## config.mk

```make
export PLATFORM = sky130hd
export DESIGN_NAME = elastic_pipe_reg
export DESIGN_NICKNAME = d
export VERILOG_FILES = /design/src/rtl/elastic_pipe_reg_pkg.sv /design/src/rtl/elastic_pipe_ptr.sv /design/src/rtl/elastic_pipe_reg.sv
export SDC_FILE = /design/constraint.sdc
export NUM_CORES = 1
export LEC_CHECK = 0
export BUFFER_PORTS_ARGS = -buffer_cell sky130_fd_sc_hd__buf_2
export CORE_MARGIN = 1.5
export CORE_UTILIZATION = 30
export CTS_CLUSTER_DIAMETER = 30
export DETAILED_ROUTE_END_ITERATION = 6
export PLACE_DENSITY = 0.52
export SYNTH_ARGS = -nofsm -noshare
export SYNTH_HDL_FRONTEND = slang
export SYNTH_SLANG_ARGS = --single-unit
export TNS_END_PERCENT = 5
```

## constraint.sdc

```tcl
create_clock -name clk -period 5.8 [get_ports clk]
set_input_delay 0.87 -clock clk [delete_from_list [all_inputs] [get_ports clk]]
set_output_delay 0.87 -clock clk [all_outputs]
set_load 0.1 [all_outputs]
```

## src/rtl/elastic_pipe_reg_pkg.sv

```systemverilog
// Shared helpers for the elastic pipeline stage and its pointer sub-module.
package elastic_pipe_reg_pkg;

    // A DEPTH=1 buffer still needs a 1-bit pointer so the port is never zero-width.
    function automatic int unsigned ptr_width(input int unsigned depth);
        return (depth > 1) ? $clog2(depth) : 1;
    endfunction

endpackage

```

## src/rtl/elastic_pipe_ptr.sv

```systemverilog
// Wrapping index 0..DEPTH-1 with synchronous clear; wrap is an explicit compare, not a modulo.
module elastic_pipe_ptr
    import elastic_pipe_reg_pkg::*;
#(
    parameter int unsigned DEPTH = 2,
    parameter int unsigned PTR_W = ptr_width(DEPTH)
) (
    input  logic             clk,
    input  logic             reset_n,
    input  logic             i_clr,
    input  logic             i_inc,
    output logic [PTR_W-1:0] o_ptr
);

    logic [PTR_W-1:0] r_ptr;
    logic [PTR_W-1:0] w_ptr_nxt;

    always_comb begin
        w_ptr_nxt = r_ptr;
        if (i_clr) begin
            w_ptr_nxt = '0;
        end else if (i_inc) begin
            if (r_ptr == PTR_W'(DEPTH - 1)) begin
                w_ptr_nxt = '0;
            end else begin
                w_ptr_nxt = r_ptr + 1'b1;
            end
        end
    end

    always_ff @(posedge clk) begin
        if (!reset_n) begin
            r_ptr <= '0;
        end else begin
            r_ptr <= w_ptr_nxt;
        end
    end

    assign o_ptr = r_ptr;

endmodule

```

## src/rtl/elastic_pipe_reg.sv

```systemverilog
// Elastic valid/ready pipeline stage: DEPTH-entry circular buffer with flush and clear value.
// Optional zero-latency pass-through when empty is enabled by ELASTIC_PIPE_BYPASS_EN.
module elastic_pipe_reg
    import elastic_pipe_reg_pkg::*;
#(
    parameter int unsigned      WIDTH     = 32,
    parameter int unsigned      DEPTH     = 2,
    parameter logic [WIDTH-1:0] CLR_VALUE = '0
) (
    input  logic                       clk,
    input  logic                       reset_n,
    input  logic                       flush_i,
    input  logic                       in_valid_i,
    output logic                       in_ready_o,
    input  logic [WIDTH-1:0]           in_data_i,
    output logic                       out_valid_o,
    input  logic                       out_ready_i,
    output logic [WIDTH-1:0]           out_data_o,
    output logic [$clog2(DEPTH+1)-1:0] count_o
);

    localparam int unsigned PTR_W = ptr_width(DEPTH);
    localparam int unsigned CNT_W = $clog2(DEPTH + 1);

    logic [WIDTH-1:0] r_mem [DEPTH];
    logic [CNT_W-1:0] r_count;
    logic [PTR_W-1:0] w_rd_ptr;
    logic [PTR_W-1:0] w_wr_ptr;
    logic             w_push;
    logic             w_pop;
    logic             w_bypass;
    logic             w_store;
    logic             w_deq;

    // Registered-only ready: no combinational path from out_ready_i.
    assign in_ready_o = (r_count != CNT_W'(DEPTH));

`ifdef ELASTIC_PIPE_BYPASS_EN
    assign w_bypass = (r_count == '0) & in_valid_i & ~flush_i & reset_n;
`else
    assign w_bypass = 1'b0;
`endif

    assign out_valid_o = (r_count != '0) | w_bypass;

    always_comb begin
        out_data_o = CLR_VALUE;
        if (r_count != '0) begin
            out_data_o = r_mem[w_rd_ptr];
        end else if (w_bypass) begin
            out_data_o = in_data_i;
        end
    end

    assign w_push = in_valid_i & in_ready_o;
    assign w_pop  = out_valid_o & out_ready_i;
    // A bypassed item that is consumed immediately never touches storage.
    assign w_store = w_push & ~(w_bypass & out_ready_i);
    assign w_deq   = w_pop & ~w_bypass;

    elastic_pipe_ptr #(
        .DEPTH (DEPTH),
        .PTR_W (PTR_W)
    ) u_rd_ptr (
        .clk     (clk),
        .reset_n (reset_n),
        .i_clr   (flush_i),
        .i_inc   (w_deq),
        .o_ptr   (w_rd_ptr)
    );

    elastic_pipe_ptr #(
        .DEPTH (DEPTH),
        .PTR_W (PTR_W)
    ) u_wr_ptr (
        .clk     (clk),
        .reset_n (reset_n),
        .i_clr   (flush_i),
        .i_inc   (w_store),
        .o_ptr   (w_wr_ptr)
    );

    always_ff @(posedge clk) begin
        if (!reset_n) begin
            r_count <= '0;
        end else if (flush_i) begin
            r_count <= '0;
        end else if (w_store && !w_deq) begin
            r_count <= r_count + 1'b1;
        end else if (w_deq && !w_store) begin
            r_count <= r_count - 1'b1;
        end
    end

    always_ff @(posedge clk) begin
        if (reset_n && !flush_i && w_store) begin
            r_mem[w_wr_ptr] <= in_data_i;
        end
    end

    assign count_o = r_count;

    // Stored head must not change until it is popped.
    a_out_stable : assert property (@(posedge clk) disable iff (!reset_n)
        (r_count != '0 && !w_pop && !flush_i) |=> $stable(out_data_o));

    a_in_stable : assert property (@(posedge clk) disable iff (!reset_n)
        (in_valid_i && !in_ready_o && !flush_i) |=> (!in_valid_i || $stable(in_data_i)));

endmodule
```

---- Word level (Yosys, flattened, before mapping) ----
Memories as Yosys holds them, arrays and structs flattened. A register that Yosys moved wholly into a read port is not among the register bits.
Index checks and enable logic that the tools add are counted.
W data, S select, Z words.
word-level totals
  flip-flop bits (word level) ............. 4
  bits in latches ......................... 0
  bits in writable memories ............... 64
  memory bits (read-only) ................. 0
  input bits .............................. 37
  output and inout bits ................... 36
  memories ................................ 1
operators by class
  add/sub/neg operators ................... 4
  multiply operators ...................... 0
  div/mod/pow operators ................... 0
  order comparisons ....................... 0
  eq/ne operators ......................... 1
  shift operators ......................... 0
  mux-type cells .......................... 9
  bitwise logic cells ..................... 3
  reductions and logical operators ........ 10
memories
  name   words  width  read ports  clocked after memory_dff  write ports  line                    RTL
  r_mem  2      32     1           1                         1            elastic_pipe_reg.sv:25  logic [WIDTH-1:0] r_mem [DEPTH];
operators by type and width
  operator               number
  $mux W32               1
  $mux W1                6
  $logic_and A1 B1 Y1    4
  $mux W2                2
  $reduce_bool A2 Y1     2
  $logic_not A1 Y1       3
  $add A1 B1 Y1 const B  2
  $add A2 B1 Y2 const B  1
  $and A1 B1 Y1          2
  $ne A2 B2 Y1 const B   1
  $reduce_or A2 Y1       1
  $sub A2 B1 Y2 const B  1
  $not A1 Y1             1

---- Depth between registers and ports, before layout ----
  word-level depth ........................ 6
  mapped depth ............................ 6

---- Cells and area by module ----
Synthesis repeated with hierarchy kept, for this count alone.
unflattened totals
  cells, all modules ...................... 159
  area, all modules ....................... 2,628.8 µm²
by module, submodules not included
  module            instances  cells each  area each (µm²)  seq. area each (µm²)
  elastic_pipe_reg  1          153         2,546.2          1,961.9
  elastic_pipe_ptr  2          3           41.3             20.0

---- Worst setup path after synthesis ----
OpenSTA, ideal clock, no wires.
  path kind ............................... reg-to-reg
  from .................................... register r_count[0], in the netlist count_o[0]
  to ...................................... memory r_mem[0][0], enable pin
  setup time .............................. 0.502 ns
  data arrival time ....................... 4.345 ns
  slack ................................... 0.953 ns
  cell stages (with the launch flop) ...... 3
  buffers on the path ..................... 0
  path through ............................ dfxtp_1 > nor2b_2 > nor4_1
between the ends
  cells in the longest elaborated chain, start to end .. 5
ends and longest elaborated chain
  what                           line                    RTL
  from (decl)                    elastic_pipe_reg.sv:26  logic [CNT_W-1:0] r_count;
  from (signal assigned)         elastic_pipe_reg.sv:89  r_count <= r_count + 1'b1;
  from (signal assigned)         elastic_pipe_reg.sv:91  r_count <= r_count - 1'b1;
  $ne A2 B2 Y1                   elastic_pipe_reg.sv:36  assign in_ready_o = (r_count != CNT_W'(DEPTH));
  $and A1 B1 Y1                  elastic_pipe_reg.sv:55  assign w_push = in_valid_i & in_ready_o;
  $logic_and A1 B1 Y1            elastic_pipe_reg.sv:96  if (reset_n && !flush_i && w_store) begin
  $mux W1                        elastic_pipe_reg.sv:96
  $mux W1 (not written as such)  elastic_pipe_reg.sv:97  r_mem[w_wr_ptr] <= in_data_i;
  to (decl)                      elastic_pipe_reg.sv:25
Every way passes these cells.

==> metrics.yaml <==
finish:
  fin_util_pct: 38.8
  fillers: 853
  nets: 282
  syn_to_final_growth_pct: 26.9
  layout.cells.non_filler: 357
  diodes: 0
  layout-drive-gt1-share_pct: 38.2
routing:
  vias: 1528
  post_drt_wl_per_cell_um: 13.4
  drc: 0
  routed_wl_mm: 4.80
  antenna_left: 0
  drt_first_pass_iters: 4
  via_per_inst: 4.28
  first_iter_violations: 47
sta:
  whs_ps: 515
  hold_viol: 0
  worst_slew_pin_slew_ps: 1050
  setup_slack_ps: 2740
  min_period_ps: 3060
  fin_skew_ps: 7.14
  fmax_ghz: 0.327
  slew_headroom_pct: 30.1
  drv_slew: 0
  rsz0062_at_grt: "no"
  setup_violations: 0
  finalCritPeriodShare_pct: 52.8
  finalSetupTns_ps: 0
synth:
  yosys_warnings: 0
  ys_types: 15
  synth_seq_cells: 69
  synthCells: 164
  syn_nets: 202
  syn_area_mm2: 0.00264
  syn-mean-instance-area_um2: 16.1
  yosysSeqAreaShare_pct: 76.5
global_route:
  grt-ovfl-total: 0
  use_met2_pct: 15.9
  gr-max-usage-layer: "met2"
  grt_first_pass_wirelength_mm: 7.55
  met3_usage_pct: 3.68
  grt_pass1_vias: 1496
  antenna_found_initial: 0
  grtUsageTotal_pct: 10.9
  grt_max_degree: 34
  grtUsageMet1_pct: 13.7
setup_path:
  path_cells: "mux2i_1, nor2_1, buf_2"
  crit_path_end_kind: "primary output"
  critPathMaxStageDelay_ps: 1020
  path_max_fanout: 32
  path_buf_inv: 1
  critPathKind: "reg2out"
  cp_slowest_cell: "dfxtp_2"
  crit_arrival_ps: 2190
  cp.required_ps: 4930
  path_delay_family: "flip-flops"
  start_kind: "flip-flop"
die:
  coreArea_mm2: 0.00864
  die_w_um: 96.9
  io_pins: 73
  row_count: 34
  start_util_pct: 30.6
  dieHeight_um: 96.9
  floorplan.die_area_mm2: 0.00938
clocking:
  cts_setup_buffers: 0
  clock_path_buffers: 2
  cts_inserted_buffers: 9
  clock_latency_ps: 340
  clk_pin_slew_ps: 70
  clock-sinks: 69
  clockRootBuffer: "clkbuf_8"
  ctsHoldBuffers: 0
  cts-resized-gates: 0
  htree_levels: 3
  cts_tree: "built"
run:
  maxCapViolations: 0
power:
  peakVddDrop_uv: 143
  power_leakage_nw: 1.26
  p_per_area_mw_per_mm2: 360
placement:
  port_buffers: 72
  post-place-cells: 341
  post-dp-hpwl_mm: 3.00
  dp_slack_ps: 3060
  routabilityCongestion: 0.661
run_status:
  outcome: "complete, no violations"
min_path:
  min_path_type: "reg2reg"
-- metrics by stage --
stage	area [um2]	power [mW]
floorplan	2640	0.767
global placement	3150	0.812
detailed placement	3150	0.814
CTS	3350	1.23
global route	3350	1.26
finish	3350	1.21
-- cell usage after synthesis --
master / n / area share [%]
mux2i_1: 32 / 12
or3_1: 2 / 0.47
a21oi_1: 2 / 0.38
nor2_1: 37 / 5.3
inv_1: 4 / 0.57
dfxtp_1: 5 / 3.8
nor2b_2: 1 / 0.33
xor2_1: 3 / 0.99
nor4_1: 2 / 0.47
buf_2: 4 / 0.76
nand2b_1: 1 / 0.24
ha_1: 1 / 0.47
buf_4: 3 / 0.85
edfxtp_1: 64 / 73
o21ai_0: 3 / 0.57
-- tightest hold or removal path: cells and delay by family (launching register included) --
kind,cells,cell delay [ps]
flops,1,340
compound gates,2,140
-- sequential cells by signal, summed over array words and instances, names as in the netlist, named ones only --
name	cells
r_mem	64
count_o	2
u_wr_ptr.o_ptr	1
u_rd_ptr.o_ptr	1
-- logic make-up (layout without fill, tap and decap cells) --
family          count (synthesis)  after routing  share of synthesized area, %
xor+xnor                        3              3                         0.994
buf+inv                        11             96                          2.18
simple gates                   43             43                          6.77
flops                          69             69                          76.5
mux                            32             32                          12.1
compound gates                  5              5                         0.947
fa+ha+maj                       1              1                         0.473
-- metal layers --
metal  vias up  part of all wire (%)
li1        756                     -
met1       709                    46
met2        50                    45
met3        13                   5.7
met4         0                   2.9
met5         -                     0
-- path summary, 6_finish.rpt --
path,startpoint,endpoint,slack (ps),cells past startpoint
hold reg to reg,u_wr_ptr.o_ptr,u_wr_ptr.o_ptr,520,2
hold / removal,u_wr_ptr.o_ptr,u_wr_ptr.o_ptr,520,2
setup reg to reg,count_o[1],count_o[1],4050,5
setup / recovery,flip-flop,out_data_o[31],2740,3
-- power breakdown --
part           leakage, nW  switching [mW]  internal [mW]
clock network        0.107           0.168          0.240
logic                0.530           0.196         0.0400
registers            0.622         0.00854          0.556
-- cells in the final DEF, fill, tap and decap left out, types with 2 or more instances in the layout --
| cell | instances |
|---|---|
| buf_2 | 72 |
| a21oi_1 | 2 |
| inv_1 | 4 |
| xor2_1 | 3 |
| or3_1 | 2 |
| edfxtp_1 | 64 |
| buf_4 | 4 |
| clkbuf_1 | 2 |
| nor2_1 | 36 |
| o21ai_0 | 3 |
| mux2i_1 | 32 |
| bufinv_16 | 2 |
| clkbuf_8 | 9 |
| nor4_2 | 2 |
| clkinv_2 | 3 |
| dfxtp_1 | 4 |
-- area by class of cell --
type	count	area, um2	share of cell area [%]
Clock buffer	11	131	3.92
Clock inverter	5	75.1	2.24
Inverter	4	15.0	0.448
Multi-Input combinational cell	84	583	17.4
Sequential cell	69	2020	60.3
Tap cell	108	135	4.03
Timing Repair Buffer	76	390	11.6
No activity file was read; power rests on OpenSTA's default activity.
